File: src/rtl/hazard_unit.sv
// Pipeline hazard unit: EX operand forwarding, load-use/RAW stalls, control-flow
// redirects, data-memory wait handling with a held redirect, and perf counters.
module hazard_unit #(
  parameter int REG_ADDR_W = 5,
  parameter int FWD_EN     = 1,
  parameter int PERF_W     = 16
) (
  input  logic                  clk,
  input  logic                  rst,
  input  logic [6:0]            id_opcode,
  input  logic [6:0]            ex_opcode,
  input  logic [6:0]            mem_opcode,
  input  logic [6:0]            wb_opcode,
  input  logic [REG_ADDR_W-1:0] id_rs1,
  input  logic [REG_ADDR_W-1:0] id_rs2,
  input  logic [REG_ADDR_W-1:0] ex_rs1,
  input  logic [REG_ADDR_W-1:0] ex_rs2,
  input  logic [REG_ADDR_W-1:0] ex_rd,
  input  logic [REG_ADDR_W-1:0] mem_rd,
  input  logic [REG_ADDR_W-1:0] wb_rd,
  input  logic                  branch_taken,
  input  logic                  dmem_busy,
  output logic [1:0]            pc_sel,
  output logic                  hold_pc,
  output logic                  hold_ifid,
  output logic                  flush_ifid,
  output logic                  bubble_idex,
  output logic                  hold_all,
  output logic [1:0]            fwd_rs1_sel,
  output logic [1:0]            fwd_rs2_sel,
  output logic [PERF_W-1:0]     stall_count,
  output logic [PERF_W-1:0]     flush_count
);

  localparam logic [6:0] OP_R    = 7'b0110011;
  localparam logic [6:0] OP_I    = 7'b0010011;
  localparam logic [6:0] OP_LD   = 7'b0000011;
  localparam logic [6:0] OP_ST   = 7'b0100011;
  localparam logic [6:0] OP_BR   = 7'b1100011;
  localparam logic [6:0] OP_JAL  = 7'b1101111;
  localparam logic [6:0] OP_JALR = 7'b1100111;
  localparam logic [6:0] OP_LUI  = 7'b0110111;
  localparam logic [6:0] OP_AUI  = 7'b0010111;

  typedef enum logic {RUN, MEM_WAIT} state_t;

  state_t     state_q, state_d;
  logic       pend_valid_q, pend_valid_d;
  logic [1:0] pend_sel_q, pend_sel_d;

  function automatic logic writes_rd(input logic [6:0] op);
    case (op)
      OP_R, OP_I, OP_LD, OP_LUI, OP_AUI, OP_JAL, OP_JALR: return 1'b1;
      default:                                            return 1'b0;
    endcase
  endfunction

  function automatic logic uses_rs1(input logic [6:0] op);
    case (op)
      OP_R, OP_I, OP_LD, OP_ST, OP_BR, OP_JALR: return 1'b1;
      default:                                  return 1'b0;
    endcase
  endfunction

  function automatic logic uses_rs2(input logic [6:0] op);
    case (op)
      OP_R, OP_ST, OP_BR: return 1'b1;
      default:            return 1'b0;
    endcase
  endfunction

  // True when the ID instruction reads a source register equal to rd.
  function automatic logic id_reads(input logic [REG_ADDR_W-1:0] rd);
    return (uses_rs1(id_opcode) && id_rs1 == rd) || (uses_rs2(id_opcode) && id_rs2 == rd);
  endfunction

  logic       ex_prod, mem_prod, wb_prod;
  logic       load_use, raw, stall_req;
  logic [1:0] redirect_sel;

  assign ex_prod  = writes_rd(ex_opcode)  && ex_rd  != '0;
  assign mem_prod = writes_rd(mem_opcode) && mem_rd != '0;
  assign wb_prod  = writes_rd(wb_opcode)  && wb_rd  != '0;

  assign load_use  = ex_opcode == OP_LD && ex_rd != '0 && id_reads(ex_rd);
  assign raw       = FWD_EN == 0 && ((ex_prod  && id_reads(ex_rd)) ||
                                     (mem_prod && id_reads(mem_rd)) ||
                                     (wb_prod  && id_reads(wb_rd)));
  assign stall_req = load_use || raw;

  always_comb begin
    redirect_sel = 2'd0;
    case (ex_opcode)
      OP_JAL:  redirect_sel = 2'd1;
      OP_JALR: redirect_sel = 2'd2;
      OP_BR:   redirect_sel = branch_taken ? 2'd3 : 2'd0;
      default: redirect_sel = 2'd0;
    endcase
  end

  // MEM beats WB since it holds the younger value of the register.
  always_comb begin
    fwd_rs1_sel = 2'd0;
    fwd_rs2_sel = 2'd0;
    if (FWD_EN != 0) begin
      if (mem_prod && mem_rd == ex_rs1 && uses_rs1(ex_opcode))     fwd_rs1_sel = 2'd1;
      else if (wb_prod && wb_rd == ex_rs1 && uses_rs1(ex_opcode))  fwd_rs1_sel = 2'd2;
      if (mem_prod && mem_rd == ex_rs2 && uses_rs2(ex_opcode))     fwd_rs2_sel = 2'd1;
      else if (wb_prod && wb_rd == ex_rs2 && uses_rs2(ex_opcode))  fwd_rs2_sel = 2'd2;
    end
  end

  // Controls must act in the cycle the hazard is visible, so they are decoded
  // combinationally from the current state and stage contents.
  // NOTE: every output and next-state variable gets a default first so no latch is inferred.
  always_comb begin
    pc_sel       = 2'd0;
    hold_pc      = 1'b0;
    hold_ifid    = 1'b0;
    flush_ifid   = 1'b0;
    bubble_idex  = 1'b0;
    hold_all     = 1'b0;
    state_d      = state_q;
    pend_valid_d = pend_valid_q;
    pend_sel_d   = pend_sel_q;
    if (!rst) begin
      if (dmem_busy) begin
        hold_all  = 1'b1;
        hold_pc   = 1'b1;
        hold_ifid = 1'b1;
        if (state_q == RUN) begin
          state_d = MEM_WAIT;
          if (redirect_sel != 2'd0) begin
            pend_valid_d = 1'b1;
            pend_sel_d   = redirect_sel;
          end
        end
      end else if (state_q == MEM_WAIT && pend_valid_q) begin
        state_d      = RUN;
        pc_sel       = pend_sel_q;
        flush_ifid   = 1'b1;
        bubble_idex  = 1'b1;
        pend_valid_d = 1'b0;
        pend_sel_d   = 2'd0;
      end else if (state_q == RUN && redirect_sel != 2'd0) begin
        pc_sel      = redirect_sel;
        flush_ifid  = 1'b1;
        bubble_idex = 1'b1;
      end else begin
        state_d = RUN;
        if (stall_req) begin
          hold_pc     = 1'b1;
          hold_ifid   = 1'b1;
          bubble_idex = 1'b1;
        end
      end
    end
  end

  // NOTE: sequential state uses non-blocking assignments only.
  always_ff @(posedge clk or posedge rst) begin
    if (rst) begin
      state_q      <= RUN;
      pend_valid_q <= 1'b0;
      pend_sel_q   <= 2'd0;
      stall_count  <= '0;
      flush_count  <= '0;
    end else begin
      state_q      <= state_d;
      pend_valid_q <= pend_valid_d;
      pend_sel_q   <= pend_sel_d;
      if (hold_pc && stall_count != '1)
        stall_count <= stall_count + PERF_W'(1);
      if (flush_ifid && flush_count != '1)
        flush_count <= flush_count + PERF_W'(1);
    end
  end

endmodule

File: config.mk
export PLATFORM = sky130hd
export DESIGN_NAME = hazard_unit
export DESIGN_NICKNAME = d
export VERILOG_FILES = /design/src/rtl/hazard_unit.sv
export SDC_FILE = /design/constraint.sdc
export NUM_CORES = 1
export LEC_CHECK = 0
export CAP_MARGIN = 10
export CORE_AREA = 2 2 79 81
export DETAILED_ROUTE_END_ITERATION = 8
export DIE_AREA = 0 0 81 83
export GPL_ROUTABILITY_DRIVEN = 0
export PLACE_DENSITY = 0.79
export SYNTH_ARGS = -nofsm -noshare
export SYNTH_HDL_FRONTEND = slang
export SYNTH_SLANG_ARGS = --single-unit
File: constraint.sdc
create_clock -name clk -period 4.6 [get_ports clk]
set_clock_uncertainty 0.2 [all_clocks]
set_input_delay 1.15 -clock clk [delete_from_list [all_inputs] [get_ports clk]]
set_output_delay 1.15 -clock clk [all_outputs]
set_load 0.01 [all_outputs]
==> impl_metrics.env, run 1 <==
export IMPL_worst_slew_pin_slew_ps=461
export IMPL_power_density_nw_per_um2=266
export IMPL_pre_cts_ws_ps=-126
export IMPL_r2r_start="stall_count[0]$_DFFE_PP0P_"
export IMPL_crit_family="buffers and inverters"
export IMPL_crit_path_start_kind="primary input"
export IMPL_wl_met2_mm=3.22
export IMPL_yosys_warnings=0
export IMPL_highest_layer="met4"
export IMPL_yosys_area_top_type="dfrtp_1"
export IMPL_coreArea_um2=5820
export IMPL_clkSlewWorstSetupHoldPaths_ps=80
export IMPL_worstPathArrival_ps=3160
export IMPL_worstHoldStart="stall_count[15]$_DFFE_PP0P_"
export IMPL_ys_types=53
export IMPL_grt_usage_pct=20.7
export IMPL_antenna_cells=0
export IMPL_grt_ovfl_total=0
export IMPL_fin_nets=438
export IMPL_slew_headroom_pct=69.1
export IMPL_ys_flop_type="dfrtp_1"
export IMPL_seq_area_um2=901
export IMPL_critical_path_required_ps=3250
export IMPL_wl_met1_mm=2.78
export IMPL_cpMaxStageDelayCell="or4_1"
export IMPL_worstHoldPathCells=1
export IMPL_vias=2309
export IMPL_syn_nets=316
export IMPL_synth_area_um2=2420
export IMPL_hold_viol=0
export IMPL_ctsHoldBuffers=0
export IMPL_post_drt_wl_per_cell_um=15.0
export IMPL_dr_wl_met3_um=591
export IMPL_path_class="in2out"
export IMPL_clockRootBuffer="clkbuf_8"
export IMPL_dp_cells=437
export IMPL_crit_path_frequent_cell="clkdlybuf4s50_1"
export IMPL_fin_crit_sh_pct=98.1
export IMPL_setup_viol=0
export IMPL_grt_pass1_wl_mm=11.2
export IMPL_io_pins=110
export IMPL_layout_cells_most_common_list="clkdlybuf4s50_1, dfrtp_1, xnor2_1"
export IMPL_end_kind="primary output"
export IMPL_final_common_cell="clkdlybuf4s50_1"
export IMPL_netlist_top_cells_area="dfrtp_1, xnor2_1, xor2_1"
export IMPL_worstHoldPathType="reg2reg"
export IMPL_critPathBufInv=2
export IMPL_synth_edf_count=0
export IMPL_num_rows=28
export IMPL_multi_input_area_um2=1490
export IMPL_place_hpwl_mm=5.25
export IMPL_syn_inst=247
export IMPL_syn_to_final_growth_pct=56.7
export IMPL_cts_resized=5
export IMPL_viasPerCell=5.19
export IMPL_p_leak_nw=1.54
export IMPL_final_antenna_net_count=0
export IMPL_drt_total_wl_mm=6.68
export IMPL_slew_viol_final=0
export IMPL_cts_sinks=36
export IMPL_io_buffers=109
export IMPL_r2r_end="stall_count[1]$_DFFE_PP0P_"
export IMPL_die_area_um2=6720
export IMPL_syn_area_per_cell_um2=9.81
export IMPL_antenna_found_initial=0
export IMPL_die_x_um=81
export IMPL_grt_setup_unrepaired="no"
export IMPL_crit_fanout=3
export IMPL_drtPass1Iterations=4
export IMPL_htreeDepth=2
export IMPL_drive_gt1_share_pct=11.9
export IMPL_crit_path_max_incr_delay_ps=550
export IMPL_max_vdd_ir_drop_v=0.000248
export IMPL_cts_setup_buffers=0
export IMPL_grt_max_degree=39
export IMPL_r2r_slack_ps=2350
export IMPL_reg2reg_depth=7
export IMPL_fillers=492
export IMPL_max_cap_violations=0
export IMPL_drtIter0Drc=105
export IMPL_clock_latency_ps=290
export IMPL_path_depth=6
export IMPL_synth_seq_area_share_pct=37.2
export IMPL_cts_buffer_depth=2
export IMPL_fmax_ghz=0.222
export IMPL_layout_setup_ws_ps=87.3
export IMPL_final_cells=445
export IMPL_post_route_min_period_ps=4510
export IMPL_cts_buffers=5
export IMPL_synth_seq_cells=36
export IMPL_cts_tree="yes"
export IMPL_grt_pass1_vias=2386
export IMPL_outcome="finished clean"
export IMPL_min_to="stall_count[15]$_DFFE_PP0P_"
export IMPL_crit_path_cell_trace="clkdlybuf4s50_1 -> or4_1 -> o2111ai_2 -> nor3_2 -> nor2_1 -> clkdlybuf4s50_1"
export IMPL_drc_errors=0
export IMPL_die_y_um=83
export IMPL_yosysTopAreaCellShare_pct=37.2
export IMPL_synthArstFlopShare_pct=100
export IMPL_start_util_pct=41.7
through the flow:
| step | area, um^2 | power, mW | hold slack, ps | TNS, ps | util [%] |
|---|---|---|---|---|---|
| 2_1_floorplan | 2420 | 0.575 | 280 | 0 | - |
| 3_3_place_gp | 3660 | 0.766 | 278 | -234 | 63.0 |
| 3_5_place_dp | 3660 | 0.776 | 285 | -329 | 63.0 |
| 4_1_cts | 3770 | 1.02 | 303 | 0 | 64.9 |
| 5_1_grt | 3800 | 1.07 | 323 | 0 | 65.3 |
| 6_report | 3800 | 1.01 | 295 | 0 | 65.3 |
power by group:
| group | internal [mW] | total [mW] | leakage, nW | switching [mW] |
|---|---|---|---|---|
| registers | 0.365 | 0.427 | 0.477 | 0.0618 |
| clock network | 0.122 | 0.238 | 0.0516 | 0.115 |
| logic | 0.204 | 0.344 | 1.01 | 0.141 |
cell type report:
class / count / share of cell area [%]
clock buffers: 6 / 2.18
well taps: 75 / 2.47
repair buffers: 121 / 31.0
clock inverters: 2 / 0.363
flip-flops and latches: 36 / 23.7
inverters: 9 / 0.890
multi-input cells: 196 / 39.3
cells by family (layout without fill, tap and decap cells):
kind of cell | count (synthesis) | after routing | synth area share, %
AOI/OAI and AO/OA | 32 | 32 | 11.2
adders and majority gates | 2 | 2 | 1.03
xor gates and xnor gates | 58 | 58 | 21.3
DFF | 36 | 36 | 37.2
buffers and inverters | 15 | 138 | 2.84
and+or+nand+nor | 102 | 102 | 25.6
muxes | 2 | 2 | 0.930
routing by layer:
metal	vias up	GRT usage (%)
met5	-	0
met4	0	5.39
met3	8	5.98
met2	80	35.8
met1	1083	24.7
li1	1138	-
worst max-delay path by stage:
| stage | from | endpoint | slack, ps |
|---|---|---|---|
| 6_report | mem_rd[1] | fwd_rs1_sel[1] | 90 |
| 3_3_place_gp | ex_rd[1] | hold_ifid | -100 |
| 3_5_place_dp | ex_rd[3] | hold_ifid | -130 |
| 2_1_floorplan | rst | hold_pc | 510 |
| 4_1_cts | mem_opcode[2] | fwd_rs1_sel[0] | 30 |
| 5_1_grt | mem_opcode[2] | fwd_rs1_sel[0] | 10 |
state kept, by name (all words and copies together) (netlist names):
register      flops
pend_sel_q        2
stall_count      16
pend_valid_q      1
flush_count      16
state_q           1
Yosys cell counts, types with 5 or more instances:
library cell,count
a21oi_1,5
and3_1,9
and4_1,5
dfrtp_1,36
inv_1,9
nand2_1,18
nand3_1,14
nand3_2,5
nand4_1,9
nand4b_1,5
nor2_1,11
o21ai_0,7
xnor2_1,35
xor2_1,22
Power figures use the tool's default switching activity.
==> run 2: changes to the inputs <==
--- a/config.mk
+++ b/config.mk
@@ -6,9 +6,11 @@
 export NUM_CORES = 1
 export LEC_CHECK = 0
 export CAP_MARGIN = 10
-export CORE_AREA = 2 2 79 81
+export CELL_PAD_IN_SITES_DETAIL_PLACEMENT = 1
+export CELL_PAD_IN_SITES_GLOBAL_PLACEMENT = 1
+export CORE_AREA = 2 2 92 94
 export DETAILED_ROUTE_END_ITERATION = 8
-export DIE_AREA = 0 0 81 83
+export DIE_AREA = 0 0 94 96
 export GPL_ROUTABILITY_DRIVEN = 0
 export PLACE_DENSITY = 0.79
 export SYNTH_ARGS = -nofsm -noshare
==> run 2 against run 1 <==
Global-route usage decreased by 3.4 points. Cell count grew 6.5%. Wire length up 13%. Die area is 34% higher. Design area grew 1.1%. Clock power is 13% higher. Critical endpoint unchanged.
==> impl_metrics.env, run 2 (synthesis results as in run 1) <==
export IMPL_cts_setup_buffers=0
export IMPL_pwr_share_seq_pct=41.1
export IMPL_place_hpwl_mm=5.96
export IMPL_num_rows=33
export IMPL_crit_path_frequent_cell="clkdlybuf4s50_1"
export IMPL_worstHoldPathType="reg2reg"
export IMPL_power_density_nw_per_um2=272
export IMPL_htreeDepth=2
export IMPL_post_drt_wl_per_cell_um=15.9
export IMPL_cts_sinks=36
export IMPL_end_kind="primary output"
export IMPL_r2r_slack_ps=2310
export IMPL_die_y_um=96
export IMPL_crit_fanout=3
export IMPL_power_frac_clock_pct=25.7
export IMPL_p_comb_share_pct=33.2
export IMPL_grt_pass1_wl_mm=12.3
export IMPL_slew_headroom_pct=67.5
export IMPL_p_leak_nw=1.54
export IMPL_grt_ovfl_total=0
export IMPL_holdWs_ps=287
export IMPL_path_class="in2out"
export IMPL_io_buffers=109
export IMPL_max_vdd_ir_drop_v=0.000207
export IMPL_p_sw_share_pct=30.2
export IMPL_antenna_found_initial=0
export IMPL_cts_tree="yes"
export IMPL_grt_max_degree=39
export IMPL_antenna_cells=0
export IMPL_crit_path_start_kind="primary input"
export IMPL_fin_nets=437
export IMPL_worstPathArrival_ps=3140
export IMPL_drive_gt1_share_pct=11.4
export IMPL_ctsHoldBuffers=0
export IMPL_fin_crit_sh_pct=97.7
export IMPL_clockRootBuffer="clkbuf_8"
export IMPL_cts_buffers=5
export IMPL_die_area_um2=9020
export IMPL_fmax_ghz=0.223
export IMPL_top_regs="flush_count: 16 flops, stall_count: 16 flops, pend_sel_q: 2 flops"
export IMPL_vias=2355
export IMPL_drt_total_wl_mm=7.53
export IMPL_clock_latency_ps=280
export IMPL_cts_buffer_depth=2
export IMPL_io_pins=110
export IMPL_grt_pass1_vias=2523
export IMPL_final_common_cell="clkdlybuf4s50_1"
export IMPL_max_cap_violations=0
export IMPL_final_antenna_net_count=0
export IMPL_reg2reg_depth=7
export IMPL_hold_viol=0
export IMPL_layout_cells_most_common_list="clkdlybuf4s50_1, dfrtp_1, xnor2_1"
export IMPL_p_sw_uw=315
export IMPL_syn_to_final_growth_pct=58.4
export IMPL_slew_viol_final=0
export IMPL_crit_path_max_incr_delay_ps=560
export IMPL_critPathLaunch="mem_rd[1]"
export IMPL_drc_errors=0
export IMPL_viasPerCell=4.97
export IMPL_cpMaxStageDelayCell="or4_1"
export IMPL_coreArea_um2=8050
export IMPL_grt_setup_unrepaired="yes"
export IMPL_die_x_um=94
export IMPL_finalPower_mw=1.04
export IMPL_p_int_uw=729
export IMPL_clkSlewWorstSetupHoldPaths_ps=70
export IMPL_drtPass1Iterations=4
export IMPL_final_cells=474
export IMPL_worst_slew_pin_slew_ps=485
export IMPL_setup_viol=0
export IMPL_r2r_end="stall_count[1]$_DFFE_PP0P_"
export IMPL_start_util_pct=30.1
export IMPL_drtIter0Drc=39
export IMPL_crit_path_cell_trace="clkdlybuf4s50_1 -> or4_1 -> o2111ai_2 -> nor3_2 -> nor2_1 -> clkdlybuf4s50_1"
export IMPL_r2r_start="stall_count[0]$_DFFE_PP0P_"
export IMPL_post_route_min_period_ps=4490
export IMPL_critical_path_required_ps=3250
export IMPL_outcome="finished clean"
export IMPL_grt_usage_pct=17.3
export IMPL_dp_cells=466
export IMPL_crit_path_end="fwd_rs1_sel[1]"
## run 2: metrics by stage
stage	TNS [ps]	utilization [%]	area [um^2]	worst slack, ps
floorplan	0	-	2420	508
detailed placement	-411	45.9	3690	-158
global route	-4.55	47.6	3840	-4.55
global placement	-368	45.9	3690	-147
finish	0	47.6	3840	107
CTS	0	47.4	3810	9.33
## run 2: cell type report
cell class | count | area (um^2)
Fill cell | 892 | 4220
Multi-Input combinational cell | 196 | 1490
Timing Repair Buffer | 120 | 1170
Sequential cell | 36 | 901
Tap cell | 105 | 131
Clock buffer | 6 | 72.6
Clock inverter | 2 | 35.0
Inverter | 9 | 33.8
## run 2: power groups by stage
stage	combinational, mW	clock, mW	sequential [mW]
after floorplan	0.135	0	0.439
after global placement	0.339	0	0.432
after detailed placement	0.347	0	0.434
after CTS	0.350	0.278	0.431
after global routing	0.383	0.292	0.439
final	0.347	0.268	0.429
## run 2: worst max-delay path, delay by kind of cell
| family | cells | cell delay, ps |
|---|---|---|
| buffers and inverters | 2 | 970 |
| AO/OA/AOI/OAI | 1 | 260 |
| AND/OR/NAND/NOR | 3 | 760 |
## run 2: repair_timing
action | 4_1_cts | 5_1_grt
pin swaps | 0 | 1
setup endpoints to repair | 4 | 4
gates resized for setup | 6 | 4
## run 2: how the worst min path moves through the flow
| stage | startpoint | endpoint | slack [ps] | depth (start not counted) |
|---|---|---|---|---|
| after floorplan | pend_sel_q[0]$_DFFE_PP0P_ | pend_sel_q[0]$_DFFE_PP0P_ | 280 | 1 |
| after global placement | stall_count[14]$_DFFE_PP0P_ | stall_count[14]$_DFFE_PP0P_ | 280 | 1 |
| after detailed placement | stall_count[14]$_DFFE_PP0P_ | stall_count[14]$_DFFE_PP0P_ | 290 | 1 |
| after CTS | stall_count[14]$_DFFE_PP0P_ | stall_count[14]$_DFFE_PP0P_ | 300 | 1 |
| after global routing | stall_count[6]$_DFFE_PP0P_ | stall_count[6]$_DFFE_PP0P_ | 320 | 1 |
| final | stall_count[14]$_DFFE_PP0P_ | stall_count[14]$_DFFE_PP0P_ | 290 | 1 |
## run 2: layer usage
layer | track usage, % | routed length (um)
met3 | 3.84 | 521
met5 | 0 | 0
met2 | 30.1 | 3530
met4 | 4.47 | 102
met1 | 21.8 | 3370
==> run 3: changes to the inputs <==
--- a/config.mk
+++ b/config.mk
@@ -13,6 +13,7 @@
 export DIE_AREA = 0 0 94 96
 export GPL_ROUTABILITY_DRIVEN = 0
 export PLACE_DENSITY = 0.79
+export SKIP_LAST_GASP = 1
 export SYNTH_ARGS = -nofsm -noshare
 export SYNTH_HDL_FRONTEND = slang
 export SYNTH_SLANG_ARGS = --single-unit
==> run 3 against run 2 <==
Total power about the same. Clock power about the same. Clock-buffer cell count unchanged. Critical endpoint unchanged. Critical path type unchanged. Design area decreased by 0.13%. Largest power group unchanged.
==> impl_metrics.env, run 3 (synthesis results as in run 1) <==
export IMPL_syn_to_final_growth_pct=58.2
export IMPL_post_drt_wl_per_cell_um=15.9
export IMPL_drc_errors=0
export IMPL_seq_area_um2=901
export IMPL_grt_pass1_wl_mm=12.3
export IMPL_highest_layer="met4"
export IMPL_outcome="finished clean"
export IMPL_num_rows=33
export IMPL_p_int_uw=729
export IMPL_setup_viol=0
export IMPL_p_leak_nw=1.54
export IMPL_crit_fanout=3
export IMPL_p_sw_share_pct=30.1
export IMPL_post_route_min_period_ps=4500
export IMPL_drt_total_wl_mm=7.53
export IMPL_final_antenna_net_count=0
export IMPL_pwr_share_seq_pct=41.1
export IMPL_cts_buffer_depth=2
export IMPL_viasPerCell=4.96
export IMPL_slew_headroom_pct=67.5
export IMPL_htreeDepth=2
export IMPL_die_y_um=96
export IMPL_die_x_um=94
export IMPL_drive_gt1_share_pct=11.1
export IMPL_hold_viol=0
export IMPL_worstHoldPathType="reg2reg"
export IMPL_final_cells=474
export IMPL_p_sw_uw=315
export IMPL_fin_nets=437
export IMPL_tns_ps=0
export IMPL_max_vdd_ir_drop_v=0.000207
export IMPL_io_pins=110
export IMPL_critPathBufInv=2
export IMPL_clock_latency_ps=280
export IMPL_cts_setup_buffers=0
export IMPL_grt_pass1_vias=2523
export IMPL_wl_met1_mm=3.35
export IMPL_slew_viol_final=0
export IMPL_dr_wl_met3_um=542
export IMPL_grt_usage_pct=17.3
export IMPL_cts_buffers=5
export IMPL_layout_setup_ws_ps=102
export IMPL_end_kind="primary output"
export IMPL_layout_cells_most_common_list="clkdlybuf4s50_1, dfrtp_1, xnor2_1"
export IMPL_max_cap_violations=0
export IMPL_dp_cells=466
export IMPL_antenna_found_initial=0
export IMPL_drtPass1Iterations=4
export IMPL_path_class="in2out"
export IMPL_power_density_nw_per_um2=272
export IMPL_antenna_cells=0
export IMPL_crit_path_max_incr_delay_ps=550
export IMPL_fillers=893
export IMPL_start_util_pct=30.1
export IMPL_clockRootBuffer="clkbuf_8"
export IMPL_pre_cts_ws_ps=-158
export IMPL_clkSlewWorstSetupHoldPaths_ps=70
export IMPL_critical_path_required_ps=3250
export IMPL_p_comb_share_pct=33.2
export IMPL_worst_slew_pin_slew_ps=485
export IMPL_crit_family="buffers and inverters"
export IMPL_worstPathArrival_ps=3150
export IMPL_fin_crit_sh_pct=97.8
export IMPL_cts_tree="yes"
export IMPL_power_frac_clock_pct=25.7
export IMPL_grt_max_degree=39
export IMPL_cpMaxStageDelayCell="or4_1"
export IMPL_drtIter0Drc=38
export IMPL_crit_path_frequent_cell="clkdlybuf4s50_1"
export IMPL_ctsHoldBuffers=0
export IMPL_final_common_cell="clkdlybuf4s50_1"
export IMPL_io_buffers=109
export IMPL_cts_sinks=36
export IMPL_grt_ovfl_total=0
export IMPL_wl_met2_mm=3.54
export IMPL_fmax_ghz=0.222
export IMPL_die_area_um2=9020
export IMPL_vias=2353
export IMPL_holdWs_ps=287
export IMPL_place_hpwl_mm=5.96
export IMPL_multi_input_area_um2=1490
export IMPL_crit_path_cell_trace="clkdlybuf4s50_1 -> or4_1 -> o2111ai_2 -> nor3_1 -> nor2_1 -> clkdlybuf4s50_1"
export IMPL_crit_path_start_kind="primary input"
export IMPL_top_regs="flush_count: 16 flops, stall_count: 16 flops, pend_sel_q: 2 flops"
export IMPL_coreArea_um2=8050
export IMPL_grt_setup_unrepaired="yes"
run 3: cell counts in the layout (fill, tap and decap cells not counted):
No cell type changed its count.
run 3: path summary, 6_finish.rpt:
path / start / end / slack, ps / depth (start not counted)
hold reg to reg: stall_count[14]$_DFFE_PP0P_ / stall_count[14]$_DFFE_PP0P_ / 290 / 1
max in group asynchronous: rst / stall_count[6]$_DFFE_PP0P_ / 2570 / 4
min in group asynchronous: rst / state_q$_DFFE_PP0P_ / 1310 / 4
hold / removal: stall_count[14]$_DFFE_PP0P_ / stall_count[14]$_DFFE_PP0P_ / 290 / 1
setup reg to reg: stall_count[0]$_DFFE_PP0P_ / stall_count[1]$_DFFE_PP0P_ / 2310 / 7
setup / recovery: mem_rd[1] / fwd_rs1_sel[1] / 100 / 6
run 3: per-stage QoR:
| step | cell area, um^2 | util, % | power [mW] |
|---|---|---|---|
| after floorplan | 2420 | - | 0.575 |
| after global placement | 3690 | 45.9 | 0.770 |
| after detailed placement | 3690 | 45.9 | 0.781 |
| after CTS | 3810 | 47.4 | 1.06 |
| after global routing | 3830 | 47.6 | 1.11 |
| final | 3830 | 47.6 | 1.04 |
run 3: cell type report:
class / count / share of cell area, %
Timing Repair Buffer: 120 / 30.5
Inverter: 9 / 0.882
Clock inverter: 2 / 0.914
Multi-Input combinational cell: 196 / 38.8
Sequential cell: 36 / 23.5
Clock buffer: 6 / 1.89
Tap cell: 105 / 3.43
run 3: per-layer routing:
layer,track usage [%],vias to the layer above
met2,30.1,88
met4,4.47,0
met3,3.84,8
li1,-,1130
met1,21.8,1127
met5,0,-
run 3: worst reg2reg max path, delay by kind of cell (launching register included):
family,cells,cell delay (ps)
buf+inv,1,90
flops,1,400
simple gates,4,960
mux,1,320
fa+ha+maj,1,210
run 3: repair_timing:
item,4_1_cts,5_1_grt
setup endpoints to repair,4,4
gates resized for setup,6,3
cloned,0,0
run 3: power groups by stage:
stage | clock network, mW | logic (mW) | registers (mW)
floorplan | 0 | 0.135 | 0.439
global placement | 0 | 0.339 | 0.432
detailed placement | 0 | 0.347 | 0.434
CTS | 0.278 | 0.350 | 0.431
global route | 0.292 | 0.383 | 0.439
finish | 0.268 | 0.346 | 0.429
